**src/rtl/if_id_skid_pkg.sv**
```systemverilog
// rtl/if_id_skid_pkg.sv - shared opcode, immediate-type and stage-state encodings for if_id_skid
package if_id_skid_pkg;

  typedef enum logic [1:0] {
    EMPTY = 2'd0,
    ONE   = 2'd1,
    FULL  = 2'd2
  } state_t;

  localparam logic [2:0] IMM_I = 3'd0;
  localparam logic [2:0] IMM_S = 3'd1;
  localparam logic [2:0] IMM_B = 3'd2;
  localparam logic [2:0] IMM_U = 3'd3;
  localparam logic [2:0] IMM_J = 3'd4;

  localparam logic [6:0] OP_LOAD   = 7'b0000011;
  localparam logic [6:0] OP_IMM    = 7'b0010011;
  localparam logic [6:0] OP_JALR   = 7'b1100111;
  localparam logic [6:0] OP_SYSTEM = 7'b1110011;
  localparam logic [6:0] OP_STORE  = 7'b0100011;
  localparam logic [6:0] OP_BRANCH = 7'b1100011;
  localparam logic [6:0] OP_LUI    = 7'b0110111;
  localparam logic [6:0] OP_AUIPC  = 7'b0010111;
  localparam logic [6:0] OP_JAL    = 7'b1101111;
  localparam logic [6:0] OP_OP     = 7'b0110011;
  localparam logic [6:0] OP_FENCE  = 7'b0001111;

  typedef struct packed {
    logic [31:0] instr;
    logic [2:0]  imm_sel;
    logic        illegal;
  } decoded_t;

  function automatic decoded_t nop_entry(input logic [31:0] nop);
    nop_entry = '{instr: nop, imm_sel: IMM_I, illegal: 1'b0};
  endfunction

endpackage

```
**src/rtl/if_id_skid_if.sv**
```systemverilog
// rtl/if_id_skid_if.sv - fetch-side and decode-side handshake bundle of the if_id_skid stage
interface if_id_skid_if #(parameter int PC_W = 32);
  logic            if_valid;
  logic            if_ready;
  logic [PC_W-1:0] if_pc;
  logic [31:0]     if_instr;
  logic            id_valid;
  logic            id_ready;
  logic [PC_W-1:0] id_pc;
  logic [31:0]     id_instr;
  logic [24:0]     id_imm_field;
  logic [2:0]      id_imm_sel;
  logic            id_illegal;

  modport master (
    output if_valid, if_pc, if_instr, id_ready,
    input  if_ready, id_valid, id_pc, id_instr, id_imm_field, id_imm_sel, id_illegal
  );

  modport slave (
    input  if_valid, if_pc, if_instr, id_ready,
    output if_ready, id_valid, id_pc, id_instr, id_imm_field, id_imm_sel, id_illegal
  );
endinterface

```
**src/rtl/if_id_skid_imm_sel_decode.sv**
```systemverilog
// rtl/if_id_skid_imm_sel_decode.sv - opcode to {imm_sel, illegal} pre-decode
module imm_sel_decode
  import if_id_skid_pkg::*;
(
  input  logic [6:0] opcode,
  output logic [2:0] imm_sel,
  output logic       illegal
);

  always_comb begin
    imm_sel = IMM_I;
    illegal = 1'b0;
    case (opcode)
      OP_LOAD, OP_IMM, OP_JALR, OP_SYSTEM, OP_OP, OP_FENCE: imm_sel = IMM_I;
      OP_STORE:           imm_sel = IMM_S;
      OP_BRANCH:          imm_sel = IMM_B;
      OP_LUI, OP_AUIPC:   imm_sel = IMM_U;
      OP_JAL:             imm_sel = IMM_J;
      default:            illegal = 1'b1;
    endcase
  end

endmodule

```
**src/rtl/if_id_skid.sv**
```systemverilog
// rtl/if_id_skid.sv - 2-entry registered fetch-to-decode skid stage with opcode pre-decode
// Optional IF_ID_PERF_EN adds saturating stall_cycles/bubble_cycles counters.
module if_id_skid
  import if_id_skid_pkg::*;
#(
  parameter int          PC_W      = 32,
  parameter logic [31:0] NOP_INSTR = 32'h00000013
) (
  input  logic clk,
  input  logic rst_n,
  input  logic flush,
  if_id_skid_if.slave bus
`ifdef IF_ID_PERF_EN
  ,
  output logic [31:0] stall_cycles,
  output logic [31:0] bubble_cycles
`endif
);

  state_t          state, state_next;
  logic            ready_q, ready_next;
  decoded_t        head, head_next, skid, skid_next, in_entry;
  logic [PC_W-1:0] head_pc, head_pc_next, skid_pc, skid_pc_next;
  logic [2:0]      in_sel;
  logic            in_illegal;
  logic            valid, accept, deliver;

  imm_sel_decode u_dec (
    .opcode  (bus.if_instr[6:0]),
    .imm_sel (in_sel),
    .illegal (in_illegal)
  );

  assign in_entry = {bus.if_instr, in_sel, in_illegal};
  assign valid    = (state != EMPTY);
  assign accept   = bus.if_valid && ready_q;
  assign deliver  = valid && bus.id_ready;

  always_comb begin
    state_next   = state;
    head_next    = head;
    head_pc_next = head_pc;
    skid_next    = skid;
    skid_pc_next = skid_pc;
    if (flush) begin
      state_next   = EMPTY;
      head_next    = nop_entry(NOP_INSTR);
      head_pc_next = '0;
    end else begin
      case (state)
        EMPTY: if (accept) begin
          state_next   = ONE;
          head_next    = in_entry;
          head_pc_next = bus.if_pc;
        end
        ONE: if (accept && deliver) begin
          head_next    = in_entry;
          head_pc_next = bus.if_pc;
        end else if (accept) begin
          state_next   = FULL;
          skid_next    = in_entry;
          skid_pc_next = bus.if_pc;
        end else if (deliver) begin
          state_next   = EMPTY;
          head_next    = nop_entry(NOP_INSTR);
          head_pc_next = '0;
        end
        FULL: if (deliver) begin
          state_next   = ONE;
          head_next    = skid;
          head_pc_next = skid_pc;
        end
        default: state_next = EMPTY;
      endcase
    end
    // Registered ready: derived from next state so id_ready never reaches if_ready combinationally
    ready_next = (state_next != FULL);
  end

  always_ff @(posedge clk) begin
    if (!rst_n) begin
      state   <= EMPTY;
      ready_q <= 1'b1;
      head    <= nop_entry(NOP_INSTR);
      head_pc <= '0;
      skid    <= nop_entry(NOP_INSTR);
      skid_pc <= '0;
    end else begin
      state   <= state_next;
      ready_q <= ready_next;
      head    <= head_next;
      head_pc <= head_pc_next;
      skid    <= skid_next;
      skid_pc <= skid_pc_next;
    end
  end

  assign bus.if_ready     = ready_q;
  assign bus.id_valid     = valid;
  assign bus.id_pc        = head_pc;
  assign bus.id_instr     = head.instr;
  assign bus.id_imm_field = head.instr[31:7];
  assign bus.id_imm_sel   = head.imm_sel;
  assign bus.id_illegal   = head.illegal;

`ifdef IF_ID_PERF_EN
  always_ff @(posedge clk) begin
    if (!rst_n) begin
      stall_cycles  <= '0;
      bubble_cycles <= '0;
    end else begin
      if (valid && !bus.id_ready && stall_cycles != 32'hFFFFFFFF)
        stall_cycles <= stall_cycles + 32'd1;
      if (!valid && bus.id_ready && bubble_cycles != 32'hFFFFFFFF)
        bubble_cycles <= bubble_cycles + 32'd1;
    end
  end
`endif

endmodule

```
**src/flat_wrapper.sv**
```systemverilog
// flat-port wrapper written by rule: the top's interface ports become plain ports
module if_id_skid_flat import if_id_skid_pkg::*;
#(
  parameter int          PC_W      = 32,
  parameter logic [31:0] NOP_INSTR = 32'h00000013
)
  (clk, rst_n, flush, bus_if_valid, bus_if_pc, bus_if_instr, bus_id_ready, bus_if_ready, bus_id_valid, bus_id_pc, bus_id_instr, bus_id_imm_field, bus_id_imm_sel, bus_id_illegal);
  if_id_skid_if #(.PC_W(PC_W)) bus_i ();
  input  logic clk;
  input  logic rst_n;
  input  logic flush;
  input wire logic [$bits(bus_i.if_valid)-1:0] bus_if_valid;
  input wire logic [$bits(bus_i.if_pc)-1:0] bus_if_pc;
  input wire logic [$bits(bus_i.if_instr)-1:0] bus_if_instr;
  input wire logic [$bits(bus_i.id_ready)-1:0] bus_id_ready;
  output wire logic [$bits(bus_i.if_ready)-1:0] bus_if_ready;
  output wire logic [$bits(bus_i.id_valid)-1:0] bus_id_valid;
  output wire logic [$bits(bus_i.id_pc)-1:0] bus_id_pc;
  output wire logic [$bits(bus_i.id_instr)-1:0] bus_id_instr;
  output wire logic [$bits(bus_i.id_imm_field)-1:0] bus_id_imm_field;
  output wire logic [$bits(bus_i.id_imm_sel)-1:0] bus_id_imm_sel;
  output wire logic [$bits(bus_i.id_illegal)-1:0] bus_id_illegal;
  assign bus_i.if_valid = bus_if_valid;
  assign bus_i.if_pc = bus_if_pc;
  assign bus_i.if_instr = bus_if_instr;
  assign bus_i.id_ready = bus_id_ready;
  assign bus_if_ready = bus_i.if_ready;
  assign bus_id_valid = bus_i.id_valid;
  assign bus_id_pc = bus_i.id_pc;
  assign bus_id_instr = bus_i.id_instr;
  assign bus_id_imm_field = bus_i.id_imm_field;
  assign bus_id_imm_sel = bus_i.id_imm_sel;
  assign bus_id_illegal = bus_i.id_illegal;
  if_id_skid #(.PC_W(PC_W), .NOP_INSTR(NOP_INSTR)) u_core (.clk(clk), .rst_n(rst_n), .flush(flush), .bus(bus_i));
endmodule
```
**config.mk**
```make
export PLATFORM = sky130hd
export DESIGN_NAME = if_id_skid_flat
export DESIGN_NICKNAME = d
export VERILOG_FILES = /design/src/rtl/if_id_skid_pkg.sv /design/src/rtl/if_id_skid_if.sv /design/src/rtl/if_id_skid_imm_sel_decode.sv /design/src/rtl/if_id_skid.sv /design/src/flat_wrapper.sv
export SDC_FILE = /design/constraint.sdc
export NUM_CORES = 1
export LEC_CHECK = 0
export ABC_AREA = 1
export CAP_MARGIN = 15
export CORE_MARGIN = 1.5
export CORE_UTILIZATION = 47
export CTS_BUF_LIST = sky130_fd_sc_hd__clkbuf_2
export CTS_CLUSTER_DIAMETER = 150
export CTS_CLUSTER_SIZE = 24
export DETAILED_ROUTE_END_ITERATION = 6
export PLACE_DENSITY = 0.84
export SYNTH_ARGS = -nofsm -noshare
export SYNTH_HDL_FRONTEND = slang
export SYNTH_HIERARCHICAL = 1
export SYNTH_SLANG_ARGS = --single-unit
```
**constraint.sdc**
```tcl
create_clock -name clk -period 1.5 [get_ports clk]
set_input_delay 0.3 -clock clk [delete_from_list [all_inputs] [get_ports clk]]
set_output_delay 0.3 -clock clk [all_outputs]
set_load 0.02 [all_outputs]
```
-- Yosys cells after proc, flatten, opt, wreduce, memory -nomap -nowiden
Index checks and enable logic that the tools add are counted.
- equality and inequality tests: 18
- multiplexer cells: 21
- bitwise logic cells: 3
- reductions and logical operators: 11
- operators with widths (cell ; count):
    $mux W36 ; 5
    $mux W32 ; 5
    $pmux W36 S3 ; 1
    $pmux W32 S3 ; 1
    $eq A7 B7 Y1 const B ; 4
    $eq A7 B6 Y1 const B ; 3
    $eq A7 B5 Y1 const B ; 2
    $mux W2 ; 6
    $pmux W3 S4 ; 1
    $reduce_or A11 Y1 ; 1
    $eq A7 B2 Y1 const B ; 1
    $eq A7 B4 Y1 const B ; 1
    $pmux W2 S3 ; 1
    $reduce_and A5 Y1 ; 1
    $ne A2 B1 Y1 const B ; 2
    $reduce_and A4 Y1 ; 1
    $reduce_or A2 Y1 ; 2
    $logic_and A1 B1 Y1 ; 3
    $ne A3 B1 Y1 const B ; 1
    $ne A3 B3 Y1 const B ; 1
    $not A1 Y1 ; 3
    $reduce_bool A3 Y1 ; 1
    $eq A2 B1 Y1 const B ; 1
    $eq A2 B2 Y1 const B ; 1
    4 further kinds ; 4
- flip-flop bits (word level): 139
- bits of input ports: 69
- output and inout bits: 95
- word-level logic and storage cells: 63

-- Longest topological paths before layout
- depth in word-level cells: 8
- depth in mapped cells: 11
- gate-level depth less buffers: 11

-- Hierarchy
The synthesis kept the hierarchy.
- by module, submodules not included (module ; times used ; cells an instance ; area an instance (um2) ; seq. area each (um2)):
    if_id_skid ; 1 ; 1100 ; 6947.9 ; 2782.7
    imm_sel_decode ; 1 ; 27 ; 127.6 ; 0.0

-- Worst setup path before layout
Ideal clock, no wire load.
- path kind: reg2reg
- start point: reg u_core.state[0]
- end point: reg u_core.head (netlist bit u_core/bus.id_instr[0])
- library setup time: 0.115 ns
- arrival: 1.589 ns
- data required time: 1.385 ns
- path slack: -0.204 ns
- stages on the path, launching flop included: 11
- buffers on the path: 2
- cell sequence: dfxtp_1 > inv_1 > ha_1 > inv_2 > nand2_2 > nand2_2 > nand3_2 > buf_6 > buf_4 > a21oi_1 > nand2_1
- cells in the longest elaborated chain, start to end: 5
- elaborated cells between the ends (all ways): 14
- RTL lines (what ; line ; text):
    start, declared ; if_id_skid.sv:20 ; state_t state, state_next;
    start signal, assigned ; if_id_skid.sv:89 ; state <= state_next;
    $reduce_bool A2 Y1 (*) ; if_id_skid.sv:35 ; assign valid = (state != EMPTY);
    via bus_id_valid ; flat_wrapper.sv:17 ; output wire logic [$bits(bus_i.id_valid)-1:0] bus_id_valid;
    $logic_and A1 B1 Y1 (*) ; if_id_skid.sv:37 ; assign deliver = valid && bus.id_ready;
    $logic_and A1 B1 Y1 ; if_id_skid.sv:56 ; ONE: if (accept && deliver) begin
    $ne A3 B3 Y1 (no source line), or another cell as far along ; -- ;
    $reduce_and A5 Y1 (no source line) / $pmux W36 S3 (equally long branches) ; -- ;
    end signal, assigned ; if_id_skid.sv:84 ; head <= nop_entry(NOP_INSTR);
    end signal, assigned ; if_id_skid.sv:91 ; head <= head_next;
    end, declared ; if_id_skid.sv:22 ; decoded_t head, head_next, skid, skid_next, in_entry;
Mark *: on every way through the listed nets, which the timed path passes. The rest lies on a longest branch.
A chain may end at the register's enable or synchronous reset.

-- Worst setup path after layout
- start point: reg u_core.state[1]
- end point: reg u_core.head (netlist bit u_core/bus.id_instr[17])
- cells in the longest elaborated chain, start to end: 5
- elaborated cells between the ends (all ways): 14
- RTL lines (what ; line):
    $reduce_bool A2 Y1 ; if_id_skid.sv:35
    $logic_and A1 B1 Y1 ; if_id_skid.sv:37
    $logic_and A1 B1 Y1 ; if_id_skid.sv:56
    $ne A3 B3 Y1 (no source line), or another cell as far along ; --
    $reduce_and A5 Y1 (no source line) / $pmux W36 S3 (equally long branches) ; --
Parallel ways exist; a longest one is shown, timed or not.

==> impl_metrics.tcl <==
set metrics [dict create \
    run_status "complete, but fails checks" \
    violations "setup timing" \
    setup_tns_ps -47450 \
    syn_area_mm2 0.007076 \
    overflow 0 \
    cp_slowest_cell "dfxtp_2" \
    cts.clk_slew.worst_paths_ps 210 \
    antenna_found_initial 1 \
    synthCells 1127 \
    period_needed_ps 1951 \
    p_leak_nw 5.280 \
    cts_tree "built" \
    multi_input_area_mm2 0.003641 \
    cts_made_buffers 17 \
    vias_per_cell 5.437 \
    holdCritPathClass "input port to flop" \
    grt_usage_pct 28.02 \
    dpl.hpwl_um 11500 \
    crit_required_ps 2180 \
    die_x_um 125.7 \
    r2r_start "u_core/state[1]" \
    critPathTopFamily "buffers and inverters" \
    arrival_ps 2630 \
    ys_warn_count 6 \
    finalHoldViolCount 0 \
    async_flop_share_pct 0 \
    synth_area_leader_cell "dfxtp_1" \
    syn-mean-instance-area_um2 6.278 \
    layout_commonest_cell "inv_1" \
    final_cell_mix "209 x inv_1, 200 x nor2_1, 161 x nand2_1, 112 x buf_6" \
    rsz0062_at_grt "yes" \
    gp_congestion 0.8000 \
    post-route-drc-count 0 \
    tightest_slew_ps 510.9 \
    start_util_pct 48.50 \
    drv_slew 0 \
    die_area_mm2 0.01580 \
    wl_per_cell_um 18.04 \
    crit_path_start_kind "flop" \
    crit_path_start "u_core/state[1]" \
    grt_max_degree 69 \
    min_from "bus_if_pc[3]" \
    coreArea_mm2 0.01459 \
    max_freq_mhz 512.5 \
    ys_seq_area_share_pct 39.33 \
    rows 44 \
    worst_slack_ps -451.1 \
    crit_path_max_fanout 7 \
    port_buffers 163 \
    first_global_vias 7112 \
    total_power_mw 9.045 \
    antenna_left 0 \
    clock_skew_ps 33.35 \
    yosysUniqueCellTypes 22 \
    final-setup-viol-count 228 \
    slew_headroom_pct 65.94 \
    power_density_mw_per_mm2 788.1 \
    crit_chain "inv_2 > buf_6 > ha_4 > inv_4 > nand2_2 > nand2_2 > nand3_4 > buf_12 > clkbuf_16 > nor2_2 > nand2_1 > nand2_1 > inv_1" \
    synthTopCellsByArea "dfxtp_1 39%, nor2_1 14%, inv_1 11%, nand2_1 9.3%, nand3_1 5.5%" \
    drt_first_pass_iters 6 \
    cp_num_buf_inv 6 \
    clk_path_buf_depth 2 \
    regArea_mm2 0.002887 \
    htreeDepth 4 \
    layout-drive-gt1-share_pct 35.95 \
    area_delta_synth_final_pct 62.21 \
    slowest_delay_ps 420 \
    synth_top_area_share_pct 39.33 \
    synth_flop_cell "dfxtp_1" \
    num_vias 8341 \
    drt_wl_total_um 27680 \
    root_buffer "clkbuf_2" \
    cap_violations 0 \
    pin_count 164 \
    drtIter0Drc 1026 \
    crit_type "flop to flop" \
    dpl_worst_slack_ps -295.9 \
    final_min_period_over_clock_period_pct 130.1 \
    grt_pass1_wl_um 35360 \
    endpoint_kind "flop" \
    peakVddDrop_uv 502.9 \
    clk_latency_ps 740 \
    cts_sinks 139 \
    synth_nets 1201 \
    ys_ff_latch 139 \
    fill_cells 868 \
    synth_edf_count 0 \
    finalNetCount 1410 \
    die_y_um 125.7 \
]
==> registers in the layout (all words and copies together) (netlist names) <==
| register | flops |
|---|---|
| u_core/bus.id_pc | 32 |
| u_core/bus.id_illegal | 1 |
| u_core/skid_pc | 32 |
| u_core/skid | 36 |
| u_core/bus.if_ready | 1 |
| u_core/bus.id_instr | 32 |
| u_core/bus.id_imm_sel | 3 |
| u_core/state | 2 |
==> Yosys cell counts (3+ instances only) <==
cell type  instances
buf_6              8
a21oi_1           70
nand3_1           78
nand2_2            4
clkbuf_1          22
nand2_1          175
ha_1               5
o21ai_0           65
nor3_1             3
buf_4             36
dfxtp_1          139
o211ai_1           3
nor2_2             3
inv_2              8
buf_2             17
o21ai_1            3
buf_1              6
inv_1            213
nor2_1           265
==> per-stage QoR <==
stage | hold slack, ps | instance area (um^2) | std cells | util [%]
floorplan | 445.6 | 7114 | 1127 | -
global placement | 458.0 | 8900 | 1424 | 61.00
detailed placement | 467.0 | 8900 | 1424 | 61.00
CTS | 151.0 | 10350 | 1498 | 70.94
global route | 148.8 | 11480 | 1534 | 78.67
finish | 171.4 | 11480 | 1534 | 78.67
==> power breakdown <==
part	internal, mW	switching [mW]	total [mW]	leakage [nW]
logic	1.21	1.32	2.53	3.96
clock network	1.08	1.45	2.53	0.162
registers	3.86	0.129	3.99	1.16
==> cell type report <==
cell class              count  area share (%)
multi-input cells         678           31.72
inverters                 221           7.435
flip-flops and latches    139           25.15
clock inverters            14           1.548
clock buffers              18          0.7849
diodes                      1         0.02180
repair buffers            279           31.33
well taps                 184           2.006
==> kinds of logic after synthesis <==
group           Yosys count  synth area share, %
fa+ha+maj                 5               0.8842
simple gates            532                30.20
buf+inv                 310                19.50
compound gates          141                10.08
flops                   139                39.33
==> worst reg2reg max path: cells and delay by family (launching register included) <==
family,cells,cell delay (ps)
AND/OR/NAND/NOR,6,590
flip-flops,1,420
adder cells (fa/ha/maj),1,160
buffers and inverters,6,710
==> what timing repair did <==
item / CTS / global route
pin swaps: 12 / 45
hold buffers: 1 / 0
setup endpoints to repair: 228 / 233
gates resized for setup: 733 / 206
buffers inserted: 22 / 18
hold endpoints to repair: 2 / 0
gates cloned: 19 / 20
==> metal layers <==
layer / global-route usage (%) / vias up / wire length (um)
li1: - / 3781 / -
met1: 33.81 / 3813 / 9987
met5: 0 / - / 0
met3: 5.055 / 158 / 2920
met2: 48.53 / 589 / 13220
met4: 12.90 / 0 / 1548
==> final timing paths <==
check,end,slack (ps),cells past startpoint
worst max register to register,u_core/bus.id_instr[17],-450,13
worst min register to register,u_core/skid_pc[10],500,2
worst min-delay path,u_core/skid_pc[3],170,3
worst max-delay path,u_core/bus.id_instr[17],-450,13
Note: power is estimated with default switching activity, not from simulation.
